<file path="config.mk">
export PLATFORM = sky130hd
export DESIGN_NAME = countdown_entry_flat
export DESIGN_NICKNAME = d
export VERILOG_FILES = /design/src/rtl/countdown_entry_pkg.sv /design/src/rtl/countdown_entry_if.sv /design/src/rtl/countdown_entry_key_edge.sv /design/src/rtl/countdown_entry.sv /design/src/flat_wrapper.sv
export SDC_FILE = /design/constraint.sdc
export NUM_CORES = 1
export LEC_CHECK = 0
export ABC_AREA = 1
export CORE_MARGIN = 5
export CORE_UTILIZATION = 49
export DETAILED_ROUTE_END_ITERATION = 6
export PLACE_DENSITY = 0.83
export SLEW_MARGIN = 20
export SYNTH_ARGS = -nofsm -noshare
export SYNTH_HDL_FRONTEND = slang
export SYNTH_SLANG_ARGS = --single-unit
</file>
<file path="constraint.sdc">
create_clock -name clk -period 2.1 [get_ports clk]
set_input_delay 0.21 -clock clk [delete_from_list [all_inputs] [get_ports clk]]
set_output_delay 0.21 -clock clk [all_outputs]
set_load 0.005 [all_outputs]
</file>
<file path="src/rtl/countdown_entry_pkg.sv">
// Shared types and constants for the countdown digit-entry controller.
// Key events are encoded as small integers so one priority pick can carry them.
package countdown_pkg;

    localparam int DIGIT_W = 4;
    localparam logic [3:0] MAX_SEC_TENS = 4'd5;

    typedef enum logic [1:0] {
        IDLE,
        EDIT,
        ARMED,
        RUN
    } state_e;

    typedef logic [2:0] key_t;

    localparam key_t KEY_NONE    = 3'd0;
    localparam key_t KEY_CLEAR   = 3'd1;
    localparam key_t KEY_CONFIRM = 3'd2;
    localparam key_t KEY_START   = 3'd3;
    localparam key_t KEY_NUM     = 3'd4;

    function automatic logic is_digit(input logic [3:0] v);
        return v <= 4'd9;
    endfunction

endpackage

</file>
<file path="src/rtl/countdown_entry_if.sv">
// Keypad/timer side bundle of the countdown entry controller.
// master drives keys and busy; slave is the controller.
interface countdown_entry_if #(
    parameter int NUM_DIGITS = 4
);

    logic                    keydown_start;
    logic                    keydown_confirm;
    logic                    keydown_clear;
    logic                    keydown_num;
    logic [3:0]              num;
    logic                    busy;
    logic [4*NUM_DIGITS-1:0] digits_out;
    logic [3:0]              entry_count;
    logic [4*NUM_DIGITS-1:0] preset;
    logic                    preset_valid;
    logic                    load;
    logic                    start;
    logic                    stop;
    logic                    error;
    logic                    editing;

    modport master (
        output keydown_start,
        output keydown_confirm,
        output keydown_clear,
        output keydown_num,
        output num,
        output busy,
        input  digits_out,
        input  entry_count,
        input  preset,
        input  preset_valid,
        input  load,
        input  start,
        input  stop,
        input  error,
        input  editing
    );

    modport slave (
        input  keydown_start,
        input  keydown_confirm,
        input  keydown_clear,
        input  keydown_num,
        input  num,
        input  busy,
        output digits_out,
        output entry_count,
        output preset,
        output preset_valid,
        output load,
        output start,
        output stop,
        output error,
        output editing
    );

endinterface

</file>
<file path="src/rtl/countdown_entry_key_edge.sv">
// Rising-edge key detector with fixed priority, plus busy falling-edge detect.
// Key history resets high so a key held across reset never fires.
module key_edge
    import countdown_pkg::*;
(
    input  logic       clk,
    input  logic       rst_n,
    input  logic       kd_clear,
    input  logic       kd_confirm,
    input  logic       kd_start,
    input  logic       kd_num,
    input  logic [3:0] num_i,
    input  logic       busy_i,
    output key_t       key_ev,
    output logic [3:0] key_num,
    output logic       busy_fall
);

    logic [3:0] keys_d, keys_q;
    logic [3:0] rise;
    logic       busy_d, busy_q;

    assign keys_d = {kd_num, kd_start, kd_confirm, kd_clear};
    assign rise   = keys_d & ~keys_q;
    assign busy_d = busy_i;

    always_comb begin
        key_ev = KEY_NONE;
        priority case (1'b1)
            rise[0]: key_ev = KEY_CLEAR;
            rise[1]: key_ev = KEY_CONFIRM;
            rise[2]: key_ev = KEY_START;
            rise[3]: key_ev = KEY_NUM;
            default: key_ev = KEY_NONE;
        endcase
    end

    assign key_num   = num_i;
    assign busy_fall = busy_q & ~busy_i;

    always_ff @(posedge clk or negedge rst_n) begin
        if (!rst_n) begin
            keys_q <= 4'hF;
            busy_q <= 1'b0;
        end else begin
            keys_q <= keys_d;
            busy_q <= busy_d;
        end
    end

endmodule

</file>
<file path="src/rtl/countdown_entry.sv">
// Digit-entry and arming controller: BCD MM:SS buffer, preset latch,
// and load/start/stop/error pulses toward the countdown timer.
module countdown_entry
    import countdown_pkg::*;
#(
    parameter int NUM_DIGITS = 4
) (
    input  logic               clk,
    input  logic               rst_n,
    countdown_entry_if.slave   bus
);

    localparam int W = DIGIT_W * NUM_DIGITS;
    localparam logic [3:0] MAX_CNT = 4'(NUM_DIGITS);

    key_t       ev;
    logic [3:0] knum;
    logic       busy_fall;

    key_edge u_key_edge (
        .clk        (clk),
        .rst_n      (rst_n),
        .kd_clear   (bus.keydown_clear),
        .kd_confirm (bus.keydown_confirm),
        .kd_start   (bus.keydown_start),
        .kd_num     (bus.keydown_num),
        .num_i      (bus.num),
        .busy_i     (bus.busy),
        .key_ev     (ev),
        .key_num    (knum),
        .busy_fall  (busy_fall)
    );

    state_e       state_d, state_q;
    logic [W-1:0] buf_d, buf_q;
    logic [3:0]   cnt_d, cnt_q;
    logic [W-1:0] preset_d, preset_q;
    logic         pv_d, pv_q;
    logic         load_d, load_q;
    logic         start_d, start_q;
    logic         stop_d, stop_q;
    logic         err_d, err_q;
    logic         edit_d, edit_q;

    logic         digit;
    logic         sec_ok;
    logic [W-1:0] shifted;
    logic [W-1:0] single;

    assign digit   = (ev == KEY_NUM) && is_digit(knum);
    assign sec_ok  = buf_q[7:4] <= MAX_SEC_TENS;
    assign shifted = {buf_q[W-DIGIT_W-1:0], knum};
    assign single  = {{(W-DIGIT_W){1'b0}}, knum};

    always_comb begin
        state_d  = state_q;
        buf_d    = buf_q;
        cnt_d    = cnt_q;
        preset_d = preset_q;
        pv_d     = pv_q;
        load_d   = 1'b0;
        start_d  = 1'b0;
        stop_d   = 1'b0;
        err_d    = 1'b0;
        unique case (state_q)
            IDLE: begin
                if (digit) begin
                    buf_d   = single;
                    cnt_d   = 4'd1;
                    state_d = EDIT;
                end else if (ev == KEY_CONFIRM || ev == KEY_START) begin
                    err_d = 1'b1;
                end
            end
            EDIT: begin
                if (ev == KEY_CLEAR) begin
                    buf_d   = '0;
                    cnt_d   = 4'd0;
                    state_d = IDLE;
                end else if (ev == KEY_CONFIRM) begin
                    if (sec_ok) begin
                        preset_d = buf_q;
                        pv_d     = 1'b1;
                        load_d   = 1'b1;
                        state_d  = ARMED;
                    end else begin
                        err_d = 1'b1;
                    end
                end else if (ev == KEY_START) begin
                    err_d = 1'b1;
                end else if (digit) begin
                    if (cnt_q < MAX_CNT) begin
                        buf_d = shifted;
                        cnt_d = cnt_q + 4'd1;
                    end else begin
                        err_d = 1'b1;
                    end
                end
            end
            ARMED: begin
                if (ev == KEY_CLEAR) begin
                    buf_d   = '0;
                    cnt_d   = 4'd0;
                    pv_d    = 1'b0;
                    state_d = IDLE;
                end else if (ev == KEY_START) begin
                    start_d = 1'b1;
                    state_d = RUN;
                end else if (digit) begin
                    buf_d   = single;
                    cnt_d   = 4'd1;
                    state_d = EDIT;
                end
            end
            RUN: begin
                if (ev == KEY_CLEAR) begin
                    stop_d  = 1'b1;
                    state_d = ARMED;
                end else begin
                    // Timer finishing and a stray key in the same cycle: do both.
                    if (ev == KEY_CONFIRM || ev == KEY_START || digit) begin
                        err_d = 1'b1;
                    end
                    if (busy_fall) begin
                        state_d = ARMED;
                    end
                end
            end
        endcase
        edit_d = (state_d == EDIT);
    end

    always_ff @(posedge clk or negedge rst_n) begin
        if (!rst_n) begin
            state_q  <= IDLE;
            buf_q    <= '0;
            cnt_q    <= 4'd0;
            preset_q <= '0;
            pv_q     <= 1'b0;
            load_q   <= 1'b0;
            start_q  <= 1'b0;
            stop_q   <= 1'b0;
            err_q    <= 1'b0;
            edit_q   <= 1'b0;
        end else begin
            state_q  <= state_d;
            buf_q    <= buf_d;
            cnt_q    <= cnt_d;
            preset_q <= preset_d;
            pv_q     <= pv_d;
            load_q   <= load_d;
            start_q  <= start_d;
            stop_q   <= stop_d;
            err_q    <= err_d;
            edit_q   <= edit_d;
        end
    end

    assign bus.digits_out   = buf_q;
    assign bus.entry_count  = cnt_q;
    assign bus.preset       = preset_q;
    assign bus.preset_valid = pv_q;
    assign bus.load         = load_q;
    assign bus.start        = start_q;
    assign bus.stop         = stop_q;
    assign bus.error        = err_q;
    assign bus.editing      = edit_q;

endmodule

</file>
<file path="src/flat_wrapper.sv">
// flat-port wrapper written by rule: the top's interface ports become plain ports
module countdown_entry_flat import countdown_pkg::*;
#(
    parameter int NUM_DIGITS = 4
)
  (clk, rst_n, bus_keydown_start, bus_keydown_confirm, bus_keydown_clear, bus_keydown_num, bus_num, bus_busy, bus_digits_out, bus_entry_count, bus_preset, bus_preset_valid, bus_load, bus_start, bus_stop, bus_error, bus_editing);
  countdown_entry_if #(.NUM_DIGITS(NUM_DIGITS)) bus_i ();
  input  logic clk;
  input  logic rst_n;
  input wire logic [$bits(bus_i.keydown_start)-1:0] bus_keydown_start;
  input wire logic [$bits(bus_i.keydown_confirm)-1:0] bus_keydown_confirm;
  input wire logic [$bits(bus_i.keydown_clear)-1:0] bus_keydown_clear;
  input wire logic [$bits(bus_i.keydown_num)-1:0] bus_keydown_num;
  input wire logic [$bits(bus_i.num)-1:0] bus_num;
  input wire logic [$bits(bus_i.busy)-1:0] bus_busy;
  output wire logic [$bits(bus_i.digits_out)-1:0] bus_digits_out;
  output wire logic [$bits(bus_i.entry_count)-1:0] bus_entry_count;
  output wire logic [$bits(bus_i.preset)-1:0] bus_preset;
  output wire logic [$bits(bus_i.preset_valid)-1:0] bus_preset_valid;
  output wire logic [$bits(bus_i.load)-1:0] bus_load;
  output wire logic [$bits(bus_i.start)-1:0] bus_start;
  output wire logic [$bits(bus_i.stop)-1:0] bus_stop;
  output wire logic [$bits(bus_i.error)-1:0] bus_error;
  output wire logic [$bits(bus_i.editing)-1:0] bus_editing;
  assign bus_i.keydown_start = bus_keydown_start;
  assign bus_i.keydown_confirm = bus_keydown_confirm;
  assign bus_i.keydown_clear = bus_keydown_clear;
  assign bus_i.keydown_num = bus_keydown_num;
  assign bus_i.num = bus_num;
  assign bus_i.busy = bus_busy;
  assign bus_digits_out = bus_i.digits_out;
  assign bus_entry_count = bus_i.entry_count;
  assign bus_preset = bus_i.preset;
  assign bus_preset_valid = bus_i.preset_valid;
  assign bus_load = bus_i.load;
  assign bus_start = bus_i.start;
  assign bus_stop = bus_i.stop;
  assign bus_error = bus_i.error;
  assign bus_editing = bus_i.editing;
  countdown_entry #(.NUM_DIGITS(NUM_DIGITS)) u_core (.clk(clk), .rst_n(rst_n), .bus(bus_i));
endmodule
</file>
==> results of run 1 <==
layout make-up:
| class | instances | area, um2 | share of cell area |
|---|---|---|---|
| clock inverter | 3 | 25.0 | 0.00869 |
| clock buffer | 5 | 68.8 | 0.0239 |
| multi-input combinational | 172 | 822 | 0.286 |
| inverter | 21 | 78.8 | 0.0274 |
| tap | 52 | 65.1 | 0.0226 |
| sequential | 49 | 1230 | 0.428 |
| timing repair buffer | 58 | 588 | 0.204 |
routing by layer:
layer	track usage	vias up	share of wire
met1	0.238	836	0.44
li1	-	910	-
met2	0.285	66	0.48
met4	0.0612	0	0.018
met5	0	-	0
met3	0.0410	8	0.064
how the worst max path moves through the flow:
stage                       from                        end  cells past startpoint
2_1_floorplan  u_core.state_q[0]  u_core.bus.entry_count[3]                      9
3_3_place_gp   bus_keydown_clear  u_core.bus.entry_count[1]                      8
3_5_place_dp   bus_keydown_clear   u_core.bus.digits_out[1]                      8
4_1_cts        u_core.state_q[0]   u_core.bus.digits_out[1]                      8
5_1_grt        u_core.state_q[0]  u_core.bus.digits_out[15]                      8
6_report       u_core.state_q[0]   u_core.bus.digits_out[1]                      8
flip-flops by register name (all words and copies together), names as in the netlist:
register / cells
u_core.bus.digits_out: 16
u_core.bus.editing: 1
u_core.bus.entry_count: 4
u_core.bus.error: 1
u_core.bus.load: 1
u_core.bus.preset: 16
u_core.bus.preset_valid: 1
u_core.bus.start: 1
u_core.bus.stop: 1
u_core.state_q: 2
u_core.u_key_edge.busy_q: 1
u_core.u_key_edge.keys_q: 4
stage by stage:
| step | cells | util | area [um2] |
|---|---|---|---|
| 3_5_place_dp | 351 | 0.637 | 2780 |
| 2_1_floorplan | 250 | - | 2190 |
| 4_1_cts | 360 | 0.661 | 2880 |
| 3_3_place_gp | 351 | 0.637 | 2780 |
| 6_report | 360 | 0.661 | 2880 |
| 5_1_grt | 360 | 0.661 | 2880 |
power groups by stage:
stage | combinational, mW | clock [mW] | sequential (mW)
4_1_cts | 1.15 | 0.575 | 1.24
3_5_place_dp | 1.14 | 0 | 1.26
6_report | 1.14 | 0.566 | 1.24
5_1_grt | 1.27 | 0.628 | 1.26
3_3_place_gp | 1.13 | 0 | 1.25
2_1_floorplan | 0.670 | 0 | 1.25
layout by cell type, fill, tap and decap left out, types with 3 or more instances in the layout:
master | Yosys | layout
a21oi_1 | 3 | 3
dfstp_2 | 4 | 4
nand2_2 | 4 | 4
nor2_1 | 11 | 11
clkbuf_8 | 0 | 5
clkdlybuf4s50_1 | 0 | 51
inv_1 | 21 | 21
nand2_1 | 110 | 110
nand3_1 | 7 | 7
nand4_1 | 20 | 20
buf_4 | 3 | 3
dfrtp_1 | 45 | 45
ha_1 | 6 | 6
critical path: cells and delay by family (launching register included):
kind	cells	cell delay (ps)
adders and majority gates	1	260
buffers and inverters	1	110
DFF	1	410
and+or+nand+nor	6	980
cell families (layout without fill, tap and decap cells):
logic type,Yosys count,after routing,share of synthesized area
compound gates,8,8,0.0218
xor+xnor,1,1,0.00401
fa+ha+maj,6,6,0.0343
buf+inv,29,87,0.0607
flops,49,49,0.563
simple gates,157,157,0.316
timing repair:
action / 4_1_cts / 5_1_grt
endpoints found under the setup margin: 0 / 0
hold buffers: 1 / 0
hold endpoints to repair: 45 / 0
==> impl_metrics.tcl, run 1 <==
set metrics [dict create \
    synth_nets 267 \
    synth.distinct_cells 23 \
    critPathMaxStageDelay_ps 410 \
    htree_num_levels 2 \
    n_fill_cell 360 \
    drive_gt1_frac 0.0877 \
    grt.total_usage 0.179 \
    crit_fanout 18 \
    crit_top_cell "nand2_1" \
    holdCritStartpoint "bus_keydown_num" \
    worstHoldEndpoint "u_core.u_key_edge.keys_q[3]" \
    seq_power_share 0.421 \
    slowest_stage "dfrtp_1" \
    viasPerCell 5.06 \
    wirelength_um 4990 \
    cts_tree "yes" \
    total_power_mw 2.95 \
    ant_nets 0 \
    syn_to_final_growth_pct 31.7 \
    first_pass_iters 4 \
    seq_area_frac_synth 0.563 \
    crit_type "register to register" \
    setup_viol 0 \
    maxCapViolCount 0 \
    synth-main-ff-cell "dfrtp_1" \
    async_flop_share 1.00 \
    die-area_mm2 0.00590 \
    fin_crit_sh 0.883 \
    gp_congestion 0.862 \
    internal_power_mw 1.86 \
    cts_resized 0 \
    antenna_cells 0 \
    hold_viol 0 \
    cts_inserted_buffers 5 \
    max_slew_margin 0.681 \
    synth-seq-cells 49 \
    cts_sinks 49 \
    synth_commonest_cells "nand2_1, dfrtp_1, inv_1, nand4_1, nor2_1" \
    clk_latency_ps 310 \
    endpoint_kind "register" \
    pre_cts_slack_ps 106 \
    synth_largest_area_cell "dfrtp_1" \
    antenna_found_initial 0 \
    coreArea_mm2 0.00435 \
    status "finished, final reports clean" \
    whs_ps 335 \
    required_ps 2300 \
    worst_setup_path_start_kind "register" \
    path_clk_slew_ps 100 \
    swShare 0.370 \
    synth_top_area_share 0.515 \
    powerDensity_mw_per_mm2 1020 \
    grt_setup_unrepaired "false" \
    syn_avg_cell_area_um2 8.74 \
    worst_slew_pin_slew_ps 478 \
    grt_max_degree 50 \
    timing.rr.start "u_core.state_q[0]" \
    wire_per_inst_um 13.9 \
    fp-row-count 24 \
    ys_warn_count 0 \
    syn_area_mm2 0.00219 \
    dp_hpwl_um 3600 \
    die_x_um 76.8 \
    setup_slack_ps 247 \
    fmax_ghz 0.540 \
    grt_first_pass_wirelength_um 8620 \
    start_util 0.502 \
    setup_tns_ps 0 \
    via_count 1820 \
    timing.rr.end "u_core.bus.digits_out[1]" \
    critPathArrivalTime_ps 2060 \
    path_cells "inv_1 -> ha_1 -> nand2_2 -> nor2_1 -> nor2_2 -> nand3_4 -> nand2_1 -> nand2_1" \
    synth_edf_count 0 \
    skew_ps 12.1 \
    clock_path_buffers 2 \
    drc 0 \
    nNetsFinal 324 \
    grt_pass1_vias 1777 \
    die_y_um 76.8 \
    clkPwrFrac 0.192 \
    p_switching_mw 1.09 \
    initialDrtViolationCount 124 \
    grt.overflow.total 0 \
    finalCriticalPeriod_ps 1850 \
    synthTopCellsByArea "dfrtp_1, nand2_1, nand4_1, dfstp_2, inv_1" \
    leakagePower_nw 1.52 \
    post_cts_buffers 0 \
    drv_slew 0 \
    ir_worst_vdd_uv 668 \
    yosysMostFrequentCell "nand2_1" \
    reg2reg_slack_ps 250 \
    port_buffers 52 \
    hp-class "primary input to register" \
    r2r_cells 8 \
    num_io_pins 53 \
    pwr-share-comb 0.387 \
    min_path_cells 1 \
    root_buffer "clkbuf_8" \
    syn_inst 250 \
]
Note: power is estimated with default switching activity, not from simulation.
==> inputs of run 2 (changes only) <==
Settings changed: SYNTH_HIERARCHICAL from default to 1.
==> run 2 against run 1 <==
Compared with the run above:
- critical endpoint is now u_core/bus.digits_out[10]
- die area rose by 3.6%
- highest routed layer unchanged
- critical path type unchanged
- worst setup slack got worse by 70 ps
- global-route usage decreased by 1.0 points
- worst hold slack improved by 15 ps
==> impl_metrics.tcl, run 2 <==
set metrics [dict create \
    status "finished, final reports clean" \
    seq_power_share 0.421 \
    viasPerCell 4.82 \
    syn_avg_cell_area_um2 8.62 \
    grt_pass1_vias 1777 \
    critPathArrivalTime_ps 2170 \
    seq_area_frac_synth 0.541 \
    grt.total_usage 0.168 \
    internal_power_mw 1.83 \
    powerDensity_mw_per_mm2 964 \
    total_power_mw 2.85 \
    die_x_um 78.2 \
    synth-seq-cells 49 \
    synth.distinct_cells 29 \
    synth_top_family_by_area "simple AND/OR/NAND/NOR gates" \
    yosysMostFrequentCell "nand2_1" \
    pwr-share-comb 0.379 \
    drc 0 \
    clk_latency_ps 300 \
    final_common_cell "nand2_1" \
    synth_compound_area_frac 0.0264 \
    synth_nets 280 \
    hold_viol 0 \
    fmax_ghz 0.520 \
    antenna_cells 0 \
    grt_max_degree 22 \
    syn_inst 264 \
    synthXorXnorAreaFrac 0.00385 \
    reg2reg_slack_ps 180 \
    max_slew_margin 0.699 \
    dp_hpwl_um 3630 \
    final_cell_mix "nand2_1, clkdlybuf4s50_1, dfrtp_1, inv_1, nand2_2" \
    crit_fanout 14 \
    fin_cells 377 \
    pre_cts_slack_ps -101 \
    ant_nets 0 \
    setup_slack_ps 177 \
    clkPwrFrac 0.200 \
    endpoint_kind "register" \
    p_switching_mw 1.03 \
    via_count 1816 \
    worst_setup_path_start_kind "register" \
    cts_tree "yes" \
    initialDrtViolationCount 93 \
    post_cts_buffers 0 \
    grt_setup_unrepaired "true" \
    syn_to_final_growth_pct 30.1 \
    htree_num_levels 2 \
    clock_path_buffers 2 \
    worst_slew_pin_slew_ps 452 \
    path_clk_slew_ps 90 \
    skew_ps 7.48 \
    grt.overflow.total 0 \
    ys_warn_count 6 \
    setup_tns_ps 0 \
    num_io_pins 53 \
    fin_crit_sh 0.916 \
    finalCriticalPeriod_ps 1920 \
    die-area_mm2 0.00611 \
    die_y_um 78.2 \
    required_ps 2340 \
    first_pass_iters 4 \
    cts_inserted_buffers 5 \
    drive_gt1_frac 0.166 \
    cts_sinks 49 \
    synthTopCellsByArea "dfrtp_1, nand2_1, dfstp_2, nand2_2, ha_1" \
    maxCapViolCount 0 \
    swShare 0.359 \
    async_flop_share 1.00 \
    wirelength_um 4760 \
    synth_largest_area_cell "dfrtp_1" \
    synthAdderAreaFrac 0.0275 \
    ir_worst_vdd_uv 560 \
    wire_per_inst_um 12.6 \
    setup_viol 0 \
    synth-main-ff-cell "dfrtp_1" \
    leakagePower_nw 1.56 \
    gp_congestion 0.861 \
    synth_commonest_cells "nand2_1, dfrtp_1, inv_1, nand2_2, nor2_1" \
    crit_type "register to register" \
    syn_area_mm2 0.00228 \
    start_util 0.512 \
    drv_slew 0 \
    synth_top_area_share 0.495 \
    root_buffer "clkbuf_8" \
    synth_edf_count 0 \
    synth-simple-area-share 0.333 \
    coreArea_mm2 0.00444 \
    port_buffers 52 \
    grt_first_pass_wirelength_um 8270 \
    fp-row-count 24 \
    antenna_found_initial 0 \
    hp-class "primary input to register" \
    muxShareOfSynthArea 0 \
    nNetsFinal 340 \
    dp_cells 368 \
]
==> run 2: layout make-up <==
class                      count  area [um2]
clock buffer                   6        82.6
fill                         360        1480
multi-input combinational    185         900
sequential                    49        1230
timing repair buffer          61         586
inverter                      22        82.6
tap                           52        65.1
clock inverter                 2        13.8
==> run 2: worst max-delay path, cell delays in order (launching register included) <==
cell	delay, ps
dfstp_2	530
inv_1	50
nand2_2	70
nand2_1	80
nor2_4	160
inv_1	80
nand2_2	80
nor2_1	50
inv_2	60
nor2_2	50
nor2_4	160
nand2_4	100
nor2_8	240
nand2_1	100
nand2_1	70
==> run 2: timing repair <==
action,in CTS,in global routing
hold buffers,1,0
endpoints found under the hold margin,19,0
gates resized for setup,0,3
endpoints found under the setup margin,0,30
==> run 2: power groups by stage <==
| stage | logic (mW) | clock network (mW) | registers [mW] |
|---|---|---|---|
| floorplan | 0.674 | 0 | 1.21 |
| global placement | 1.07 | 0 | 1.22 |
| detailed placement | 1.08 | 0 | 1.22 |
| CTS | 1.09 | 0.582 | 1.20 |
| global route | 1.21 | 0.622 | 1.23 |
| finish | 1.08 | 0.570 | 1.20 |
==> run 2: logic make-up (layout without fill, tap and decap cells) <==
kind of cell / count (synthesis) / after routing
AO/OA/AOI/OAI: 11 / 11
XOR/XNOR: 1 / 1
adder cells (fa/ha/maj): 5 / 5
buffers and inverters: 30 / 91
flip-flops: 49 / 49
AND/OR/NAND/NOR: 168 / 168
==> run 2: routing by layer <==
metal | up-vias | part of all wire | GRT usage | wire (um)
met4 | 0 | 0.012 | 0.0472 | 55
met1 | 842 | 0.47 | 0.223 | 2260
li1 | 919 | - | - | -
met3 | 4 | 0.055 | 0.0412 | 264
met5 | - | 0 | 0 | 0
met2 | 51 | 0.46 | 0.277 | 2180
==> run 2: worst paths after layout <==
path / start / cells past startpoint / to
worst max-delay path: u_core/u_key_edge/keys_q[2] / 14 / u_core/bus.digits_out[10]
max in group asynchronous: rst_n / 3 / u_core/u_key_edge/keys_q[1]
worst min register to register: u_core/bus.preset[8] / 2 / u_core/bus.preset[8]
worst min-delay path: bus_keydown_num / 1 / u_core/u_key_edge/keys_q[3]
worst max register to register: u_core/u_key_edge/keys_q[2] / 14 / u_core/bus.digits_out[10]
min in group asynchronous: rst_n / 2 / u_core/bus.preset[14]
==> run 2: through the flow <==
step | hold WS [ps] | area (um2) | utilization
after CTS | 344 | 2950 | 0.664
final | 350 | 2960 | 0.666
after floorplan | -85.6 | 2280 | -
after global routing | 339 | 2960 | 0.666
after detailed placement | 184 | 2840 | 0.640
after global placement | 170 | 2840 | 0.640
==> edit (config.mk and constraints of run 2) <==
Make the reset (`rst_n`) synchronous in 2 clocked blocks.
--- a/src/rtl/countdown_entry_key_edge.sv
+++ b/src/rtl/countdown_entry_key_edge.sv
@@ -39,5 +39,5 @@
     assign busy_fall = busy_q & ~busy_i;
 
-    always_ff @(posedge clk or negedge rst_n) begin
+    always_ff @(posedge clk) begin
         if (!rst_n) begin
             keys_q <= 4'hF;
--- a/src/rtl/countdown_entry.sv
+++ b/src/rtl/countdown_entry.sv
@@ -131,5 +131,5 @@
     end
 
-    always_ff @(posedge clk or negedge rst_n) begin
+    always_ff @(posedge clk) begin
         if (!rst_n) begin
             state_q  <= IDLE;
Formal check against the unedited RTL: differs if rst_n is asserted again (counterexample within 4 cycles, from zero or initial values and one cycle with rst_n low); with rst_n held inactive, the same outputs for 4 cycles.
==> edit against run 2 <==
  * Area after synthesis decreased by 5.8%
  * Design area decreased by 3.0%
  * Sequential cell count unchanged
  * Synthesized cell count increased by 8.0%
  * Worst hold slack improved by 0.087 ns
  * Wire length increased by 7.4%
  * Worst setup slack improved by 0.071 ns
  * Non-clock buffer count increased by 10
  * Die area decreased by 5.0%
  * Critical path type is now in2reg
  * Critical endpoint is now u_core/bus.preset[13]$_SDFFE_PN0P_
Power is not compared: it rests on default switching activity, and its combinational part moved more than twofold at a synthesized area within 25%.
==> edit: results (changes against run 2) <==
** Setup path
- The stage delay of the slowest cell on the critical path was 0.49 ns (-0.04 ns).
- Cell with the biggest individual delay on the critical path :: sky130_fd_sc_hd__clkdlybuf4s50_1
- Crit-path max FO :: 16 (+2)

** Final layout
- The register area is 981 µm² (-20%).
- The number of sequential cells was 49 (unchanged).
- Number of nets at the end of the flow :: 365 (+7.4%)
- Signal buffers share of area :: 23.1% (+3.3 points)
- Number of filler instances in the final layout :: 368 (+2.2%)
- Multi-input logic portion of the cell area :: 33.4% (+3.1 points)
- The buffer count excluding the clock tree in the final layout came to 71 (+16%).
- Register fraction of the total cell area :: 34.1% (-7.4 points)
- The count of multi-input combinational gates was 192 (+3.8%).

** Min path
- The worst hold path belongs to the class reg2reg.

** Global route
- Global routing usage summed across all routing layers :: 18.5% (+1.7 points)
- The met1 capacity usage during global routing was 23.2% (+0.84 points).
- The maximum number of pins on one net before global-route repair is 23 (+4.5%).
- The first-pass GRT wire length came to 9120 µm (+10%).

** Place
- Post-placement setup slack :: -0.0938 ns (+0.00706 ns)
- The weighted congestion at the end of routability-driven global placement is 0.865 (+0.52%).
- Post-detailed-placement half-perimeter wirelength :: 3740 µm (+3.3%)

** Logic synthesis
- Top post-synthesis cells by area :: sky130_fd_sc_hd__dfxtp_1 (46%), sky130_fd_sc_hd__nand2_1 (9.5%), sky130_fd_sc_hd__nor2_1 (7.4%)
- Area fraction in compound gates after synthesis :: 12.2% (+9.6 points)
- The adder-cell share of the synthesized area came to 2.92% (+0.17 points).
- The post-synthesis xor/xnor area fraction came to 0.408% (+0.024 points).
- The post-synth net total is 301 (+7.5%).
- The share of synthesized flip-flops with an asynchronous set or reset was 0% (-100 points).

** Detailed routing
- The post-detailed-route wirelength per cell was 12.7 µm (+0.72%).
- The routed length on met2 is 2510 µm (+15%).
- The violation count after the first detailed-routing iteration is 163 (+75%).
- The length of routed wiring on met1 came to 2320 µm (+2.6%).

** Floorplan
- Die outline area :: 0.00580 mm² (-5.0%)

** Timing
- Worst-case clock skew :: 0.0114 ns (+0.00388 ns)
- Max_slew headroom :: 66.1% (-3.8 points)

** Outcome
- The run finished with clean final reports.
-- edit: cell types whose count changed in the layout (fill, tap and decap cells not counted), sizes merged, moves of 4 or more --
cell   change
dfrtp     -45
dfstp      -4
buf       +10
nor2      +30
dfxtp     +49
nand4     +15
o21ai     +18
nand2     -77
inv        +9
a21oi     +23
-- edit: final timing paths --
path / from / end / slack [ns] / depth (start not counted)
worst min register to register: u_core/bus.preset[7]$_SDFFE_PN0P_ / u_core/bus.preset[7]$_SDFFE_PN0P_ / 0.44 / 2
worst max register to register: u_core/u_key_edge/keys_q[2]$_SDFF_PN1_ / u_core/bus.preset[13]$_SDFFE_PN0P_ / 0.29 / 11
worst max-delay path: bus_keydown_confirm / u_core/bus.preset[13]$_SDFFE_PN0P_ / 0.25 / 11
worst min-delay path: u_core/bus.preset[7]$_SDFFE_PN0P_ / u_core/bus.preset[7]$_SDFFE_PN0P_ / 0.44 / 2
